==> src/rtl/fuel_disp_pkg.sv <==
// Shared state encoding and ASCII constants for the fuel display byte path.
package fuel_disp_pkg;

    typedef enum logic [2:0] {
        IDLE   = 3'd0,
        DIGITS = 3'd1,
        CR     = 3'd2,
        LF     = 3'd3,
        FIN    = 3'd4
    } state_e;

    localparam logic [7:0] ASCII_ZERO  = 8'h30;
    localparam logic [7:0] ASCII_SPACE = 8'h20;
    localparam logic [7:0] ASCII_CR    = 8'h0D;
    localparam logic [7:0] ASCII_LF    = 8'h0A;

endpackage

==> src/rtl/lz_blank.sv <==
// Leading-zero blanking of a packed ASCII string; only built when LEADING_ZERO_BLANK_EN is defined.
`ifdef LEADING_ZERO_BLANK_EN
module lz_blank
    import fuel_disp_pkg::*;
#(
    parameter int NUM_CHARS = 6
) (
    input  logic [8*NUM_CHARS-1:0] str_i,
    output logic [8*NUM_CHARS-1:0] str_o
);

    logic leading;

    // Walk from the most-significant char down; char 0 is never blanked.
    always_comb begin
        str_o   = str_i;
        leading = 1'b1;
        for (int i = NUM_CHARS - 1; i >= 1; i--) begin
            if (leading && (str_i[8*i +: 8] == ASCII_ZERO)) begin
                str_o[8*i +: 8] = ASCII_SPACE;
            end else begin
                leading = 1'b0;
            end
        end
    end

endmodule
`endif

==> src/rtl/ascii_frame_sender.sv <==
// Serialises a packed ASCII digit string MSD-first over a valid/ready byte stream, optional CR LF.
// Optional leading-zero blanking at capture is enabled by defining LEADING_ZERO_BLANK_EN.
module ascii_frame_sender
    import fuel_disp_pkg::*;
#(
    parameter int NUM_CHARS   = 6,
    parameter int APPEND_CRLF = 1
) (
    input  logic                   clk,
    input  logic                   rst_n,
    input  logic                   start,
    input  logic [8*NUM_CHARS-1:0] ascii_str,
    output logic [7:0]             tx_data,
    output logic                   tx_valid,
    input  logic                   tx_ready,
    output logic                   busy,
    output logic                   done,
    output logic [2:0]             state_dbg_o
);

    localparam int IDX_W = (NUM_CHARS > 1) ? $clog2(NUM_CHARS) : 1;

    // Handshake: a byte moves on any cycle with tx_valid && tx_ready; tx_data/tx_valid
    // hold until that happens and tx_valid only drops without a transfer on reset.

    state_e                 state_q, state_d;
    logic [IDX_W-1:0]       index_q, index_d;
    logic [8*NUM_CHARS-1:0] frame_q, frame_d;
    logic [7:0]             tx_data_q, tx_data_d;
    logic                   tx_valid_q, tx_valid_d;
    logic                   busy_q, busy_d;
    logic                   done_q, done_d;
    logic [8*NUM_CHARS-1:0] cap_str;
    logic [IDX_W-1:0]       index_m1;
    logic                   xfer;

`ifdef LEADING_ZERO_BLANK_EN
    lz_blank #(.NUM_CHARS(NUM_CHARS)) u_lz_blank (
        .str_i (ascii_str),
        .str_o (cap_str)
    );
`else
    assign cap_str = ascii_str;
`endif

    function automatic logic [7:0] char_at(input logic [8*NUM_CHARS-1:0] s,
                                           input logic [IDX_W-1:0] k);
        logic [7:0] r;
        r = '0;
        for (int i = 0; i < NUM_CHARS; i++) begin
            if (int'(k) == i) r = s[8*i +: 8];
        end
        return r;
    endfunction

    assign xfer     = tx_valid_q && tx_ready;
    assign index_m1 = index_q - IDX_W'(1);

    always_comb begin
        state_d    = state_q;
        index_d    = index_q;
        frame_d    = frame_q;
        tx_data_d  = tx_data_q;
        tx_valid_d = tx_valid_q;
        busy_d     = busy_q;
        done_d     = 1'b0;
        case (state_q)
            IDLE: begin
                if (start) begin
                    frame_d    = cap_str;
                    index_d    = IDX_W'(NUM_CHARS - 1);
                    tx_data_d  = cap_str[8*(NUM_CHARS-1) +: 8];
                    tx_valid_d = 1'b1;
                    busy_d     = 1'b1;
                    state_d    = DIGITS;
                end
            end
            DIGITS: begin
                if (xfer) begin
                    if (index_q != '0) begin
                        index_d   = index_m1;
                        tx_data_d = char_at(frame_q, index_m1);
                    end else if (APPEND_CRLF != 0) begin
                        state_d   = CR;
                        tx_data_d = ASCII_CR;
                    end else begin
                        state_d    = FIN;
                        tx_valid_d = 1'b0;
                        busy_d     = 1'b0;
                        done_d     = 1'b1;
                    end
                end
            end
            CR: begin
                if (xfer) begin
                    state_d   = LF;
                    tx_data_d = ASCII_LF;
                end
            end
            LF: begin
                if (xfer) begin
                    state_d    = FIN;
                    tx_valid_d = 1'b0;
                    busy_d     = 1'b0;
                    done_d     = 1'b1;
                end
            end
            FIN: begin
                // start is deliberately not looked at here; it is accepted from IDLE only.
                state_d = IDLE;
            end
            default: begin
                state_d = IDLE;
            end
        endcase
    end

    always_ff @(posedge clk or negedge rst_n) begin
        if (!rst_n) begin
            state_q    <= IDLE;
            index_q    <= '0;
            frame_q    <= '0;
            tx_data_q  <= '0;
            tx_valid_q <= 1'b0;
            busy_q     <= 1'b0;
            done_q     <= 1'b0;
        end else begin
            state_q    <= state_d;
            index_q    <= index_d;
            frame_q    <= frame_d;
            tx_data_q  <= tx_data_d;
            tx_valid_q <= tx_valid_d;
            busy_q     <= busy_d;
            done_q     <= done_d;
        end
    end

    assign tx_data     = tx_data_q;
    assign tx_valid    = tx_valid_q;
    assign busy        = busy_q;
    assign done        = done_q;
    assign state_dbg_o = state_q;

endmodule
==> config.mk <==
export PLATFORM = sky130hd
export DESIGN_NAME = ascii_frame_sender
export DESIGN_NICKNAME = d
export VERILOG_FILES = /design/src/rtl/fuel_disp_pkg.sv /design/src/rtl/lz_blank.sv /design/src/rtl/ascii_frame_sender.sv
export SDC_FILE = /design/constraint.sdc
export NUM_CORES = 1
export LEC_CHECK = 0
export CAP_MARGIN = 30
export CORE_ASPECT_RATIO = 0.8
export CORE_MARGIN = 4
export CORE_UTILIZATION = 40
export CTS_CLUSTER_DIAMETER = 100
export CTS_CLUSTER_SIZE = 30
export DETAILED_ROUTE_END_ITERATION = 7
export PLACE_DENSITY = 0.73
export SYNTH_ARGS = -nofsm -noshare
export SYNTH_HDL_FRONTEND = slang
export SYNTH_SLANG_ARGS = --single-unit
==> constraint.sdc <==
create_clock -name clk -period 6.2 [get_ports clk]
set_clock_uncertainty 0.2 [all_clocks]
set_input_delay 1.24 -clock clk [delete_from_list [all_inputs] [get_ports clk]]
set_output_delay 1.24 -clock clk [all_outputs]
set_load 0.01 [all_outputs]
* Word-level counts from Yosys, hierarchy flattened
Index checks and enable logic that the tools add are counted.
** Storage, ports and cells
- Flip-flop bits (word level) :: 64
- Input port bits :: 52
- Output and inout port bits :: 14
- Logic and storage cells :: 59
** Operators by class
- $add $sub $neg :: 1
- Equality and inequality tests :: 14
- Mux-type cells :: 26
- Reductions and logical operators :: 12
** Operator list (count)
- 2-to-1 mux 8 bit :: 10
- 2-to-1 mux 3 bit :: 8
- case mux 8 bit (3 select lines) :: 1
- equality test 3 bit (second input constant) :: 4
- != test 2 bit (second input constant) :: 6
- case mux 3 bit (4 select lines) :: 1
- equality test 3 x 2 -> 1 bit (second input constant) :: 3
- AND reduction 4 bit :: 2
- zero test 3 bit :: 2
- case mux 3 bit (2 select lines) :: 1
- nonzero test 3 bit :: 2
- AND reduction 5 bit :: 1
- 2-to-1 mux 1 bit :: 4
- nonzero test 2 bit :: 2
- equality test 3 x 1 -> 1 bit (second input constant) :: 1
- AND reduction 3 bit :: 1
- subtractor 3 x 1 -> 3 bit (second input constant) :: 1
- case mux 1 bit (2 select lines) :: 1
- AND reduction 2 bit :: 1
- logical AND 1 bit :: 1

* Longest topological paths before layout
- Depth after elaboration :: 11
- Depth in mapped cells :: 8

* Least setup slack after synthesis
OpenSTA, ideal clock, no wires.
- Kind :: input to register
- From :: input port start
- To :: register frame_q[10]
- Setup time :: 125 ps
- Arrival :: 2206 ps
- Data required time :: 5875 ps
- Path slack :: 3669 ps
- Stages on the path :: 4
- Path buffers :: 1
- Path through :: nand2b_1 nor3_2 buf_2 mux2_2
** On the way
- Cells in the longest elaborated chain, start to end :: 1
** RTL lines
- from (decl) :: line ascii_frame_sender.sv:11 : input logic start,
- AND reduction 2 bit (no source line)
- to (signal assigned) :: line ascii_frame_sender.sv:130 : frame_q <= frame_d;
- to (decl) :: line ascii_frame_sender.sv:28 : logic [8*NUM_CHARS-1:0] frame_q, frame_d;
No other way between the ends.
A chain may end at the register's enable or synchronous reset.

* Worst setup path after layout
- From :: register state_q[1], in the netlist state_dbg_o[1]
- To :: output port state_dbg_o[1]
** RTL lines
- from (decl) :: line ascii_frame_sender.sv:26 : state_e state_q, state_d;
- from (signal assigned) :: line ascii_frame_sender.sv:128 : state_q <= state_d;
- to (decl) :: line ascii_frame_sender.sv:18 : output logic [2:0] state_dbg_o
No word-level cell between the ends.

==> results.py <==
metrics = {
    "status": {
        "status": "finished clean",
    },
    "pwr": {
        "p_leak_uw": 0.001638,
        "p_per_area_nw_per_um2": 520.0,
        "p_total_uw": 2092,
        "irDropWorstVdd_mv": 0.2175,
    },
    "placement": {
        "gp_congestion": 0.8064,
        "dpl.hpwl_um": 5158,
        "numPortBuffers": 65,
        "dpl-instance-area_um2": 3819,
    },
    "yosys": {
        "synth_top_area_cell": "dfrtp_1",
        "mappedNetlistNets": 323,
        "synth_seq_cells": 64,
        "synth.cell_area_um2": 3119,
        "avgSynthCellArea_um2": 11.73,
        "yosysSeqAreaShare_pct": 51.34,
        "async_flop_share_pct": 100.0,
        "yosysWarnings": 0,
        "synth_edf_count": 0,
        "synthFlopType": "dfrtp_1",
        "yosysTopAreaCellShare_pct": 51.34,
        "ys_types": 39,
        "syn_inst": 266,
        "yosys-top-cells-area": "dfrtp_1 51%, mux2_2 17%, a21oi_1 3.0%, a22o_1 2.5%, a22oi_1 2.2%",
    },
    "cts": {
        "cts_root_buffer": "clkbuf_8",
        "ctsHoldBuffers": 0,
        "tritoncts": "done",
        "cts_buffer_depth": 2,
        "numCtsBuffers": 9,
        "cts.htree.levels": 3,
        "clk_latency_ns": 0.35,
        "path_clk_slew_ns": 0.07,
        "cts_sinks": 64,
        "post_cts_buffers": 0,
        "cts-resized-gates": 0,
    },
    "floorplanning": {
        "core_area_um2": 7497,
        "start_util_pct": 41.61,
        "die_x_um": 106.7,
        "io_pins": 66,
        "die_h_um": 86.99,
        "die_area_um2": 9284,
        "rows": 28,
    },
    "flow_run": {
        "cap_violations": 0,
    },
    "timing": {
        "finalCritPeriodShare_pct": 49.12,
        "tightest_slew_ns": 0.8047,
        "max_freq_mhz": 328.3,
        "hold_viol": 0,
        "rsz0062_at_grt": "no",
        "fin_tns_setup_ns": 0,
        "drv_slew": 0,
        "setup_viol": 0,
        "slew_headroom_pct": 46.35,
        "period_minus_slack_ns": 3.046,
    },
    "cells_and_area": {
        "ff_latch_area_um2": 1602,
        "fillers": 696,
        "syn_to_final_growth_pct": 29.00,
        "multi_input_area_um2": 1406,
        "finalInstanceArea_um2": 4024,
        "final_nets": 387,
        "drive_gt1_share_pct": 22.39,
        "antenna_cells": 0,
    },
    "global_routing": {
        "grt_pass1_wl_um": 11660,
        "grt_max_degree": 65,
        "grt_antenna_before_repair": 0,
        "grt-ovfl-total": 0,
        "grt_pass1_vias": 2234,
        "grtUsageTotal_pct": 16.14,
    },
    "detailed_routing": {
        "ant_nets": 0,
        "routedWlPerCell_um": 16.18,
        "wl_um": 7121,
        "drtIter0Drc": 84,
        "drc": 0,
        "vias_per_cell": 5.252,
        "vias": 2311,
        "drt_pass1_iterations": 4,
    },
    "worst_setup_path": {
        "path_delay_family": "flip-flops",
        "cp-start-kind": "flip-flop",
        "crit_arrival_ns": 1.61,
        "slowest_delay_ns": 0.63,
        "crit_chain": "clkdlybuf4s50_1",
        "cp_slowest_cell": "dfrtp_1",
        "path_class": "flip-flop to output pin",
        "worstSetupEndpointType": "output pin",
        "cp_num_buf_inv": 1,
        "crit_fanout": 13,
        "worstPathRequired_ns": 4.76,
    },
    "min_path": {
        "min_path_type": "flip-flop to flip-flop",
    },
}
==> kinds of logic after synthesis <==
family / count (synthesis) / share of synthesized area (%)
AOI/OAI and AO/OA: 71 / 15.88
DFF: 64 / 51.34
and+or+nand+nor: 56 / 8.624
muxes: 48 / 17.29
buffers and inverters: 19 / 3.770
adders and majority gates: 5 / 2.006
xor gates and xnor gates: 3 / 1.083
==> per-layer routing <==
layer / up-vias / share of wire, % / global-route usage, %
met5: - / 0 / 0
met4: 0 / 0.77 / 3.484
met3: 10 / 8.3 / 5.560
met2: 84 / 41 / 21.89
met1: 1115 / 50 / 24.70
li1: 1102 / - / -
==> where the power goes <==
part,switching [µW],total (µW),internal [µW]
sequential,159,783,624
clock,170,368,198
combinational,463,941,478
total,792,2090,1300
==> cells in the mapped netlist (4+ instances only) <==
master	instances
dfrtp_1	64
buf_2	7
a22o_1	9
inv_1	5
mux2_2	47
a21oi_1	19
a221oi_1	5
nand2_1	16
nor2_1	18
o211ai_1	4
a22oi_1	9
ha_1	5
nand2b_1	7
o21ai_0	12
==> worst paths after layout <==
check,start,end,slack [ns],cells past startpoint
worst max-delay path,state_dbg_o[1]$_DFFE_PN0P_,state_dbg_o[1],3.15,1
worst min-delay path,tx_data[7]$_DFFE_PN0P_,tx_data[7]$_DFFE_PN0P_,0.30,2
worst max register to register,index_q[0]$_DFFE_PN0P_,tx_data[1]$_DFFE_PN0P_,3.54,7
worst min register to register,tx_data[7]$_DFFE_PN0P_,tx_data[7]$_DFFE_PN0P_,0.30,2
max in group asynchronous,rst_n,done$_DFF_PN0_,4.41,2
min in group asynchronous,rst_n,state_dbg_o[2]$_DFFE_PN0P_,0.85,2
==> sequential cells by signal (all words and copies together), names as in the netlist <==
register / flops
tx_data: 8
done: 1
state_dbg_o: 3
index_q: 3
busy: 1
frame_q: 48
==> through the flow <==
| step | util, % | cells | worst slack (ns) | hold slack [ns] |
|---|---|---|---|---|
| finish | 53.67 | 440 | 3.154 | 0.3016 |
| detailed placement | 50.93 | 424 | 2.904 | 0.2966 |
| floorplan | - | 266 | 3.669 | 0.2752 |
| global placement | 50.93 | 424 | 2.943 | 0.2882 |
| global route | 53.67 | 440 | 3.077 | 0.3239 |
| CTS | 53.67 | 440 | 3.156 | 0.3125 |
==> layout make-up <==
cell class | instances | area share [%]
flip-flops and latches | 64 | 39.80
clock inverters | 6 | 1.679
well taps | 105 | 3.265
multi-input cells | 183 | 34.95
clock buffers | 10 | 3.420
repair buffers | 67 | 16.42
inverters | 5 | 0.4664
==> cell usage in the layout (no fill, tap or decap), types with 2 or more instances in the layout <==
| cell type | synthesis | layout |
|---|---|---|
| nand2_1 | 16 | 16 |
| buf_4 | 2 | 2 |
| nand3_1 | 3 | 3 |
| clkdlybuf4s50_1 | 0 | 64 |
| a22o_1 | 9 | 9 |
| nor3_1 | 3 | 3 |
| clkinvlp_4 | 0 | 2 |
| a221oi_1 | 5 | 5 |
| mux2_2 | 47 | 47 |
| o211ai_1 | 4 | 4 |
| inv_1 | 5 | 5 |
| o31ai_1 | 3 | 3 |
| nor2_1 | 18 | 18 |
| a22oi_1 | 9 | 9 |
| nand2b_1 | 7 | 7 |
| clkbuf_8 | 3 | 10 |
| o21ai_0 | 12 | 12 |
| a21oi_1 | 19 | 19 |
| nor2b_1 | 3 | 3 |
| dfrtp_1 | 64 | 64 |
| ha_1 | 5 | 5 |
| nor3b_1 | 3 | 3 |
Power figures use the tool's default switching activity.
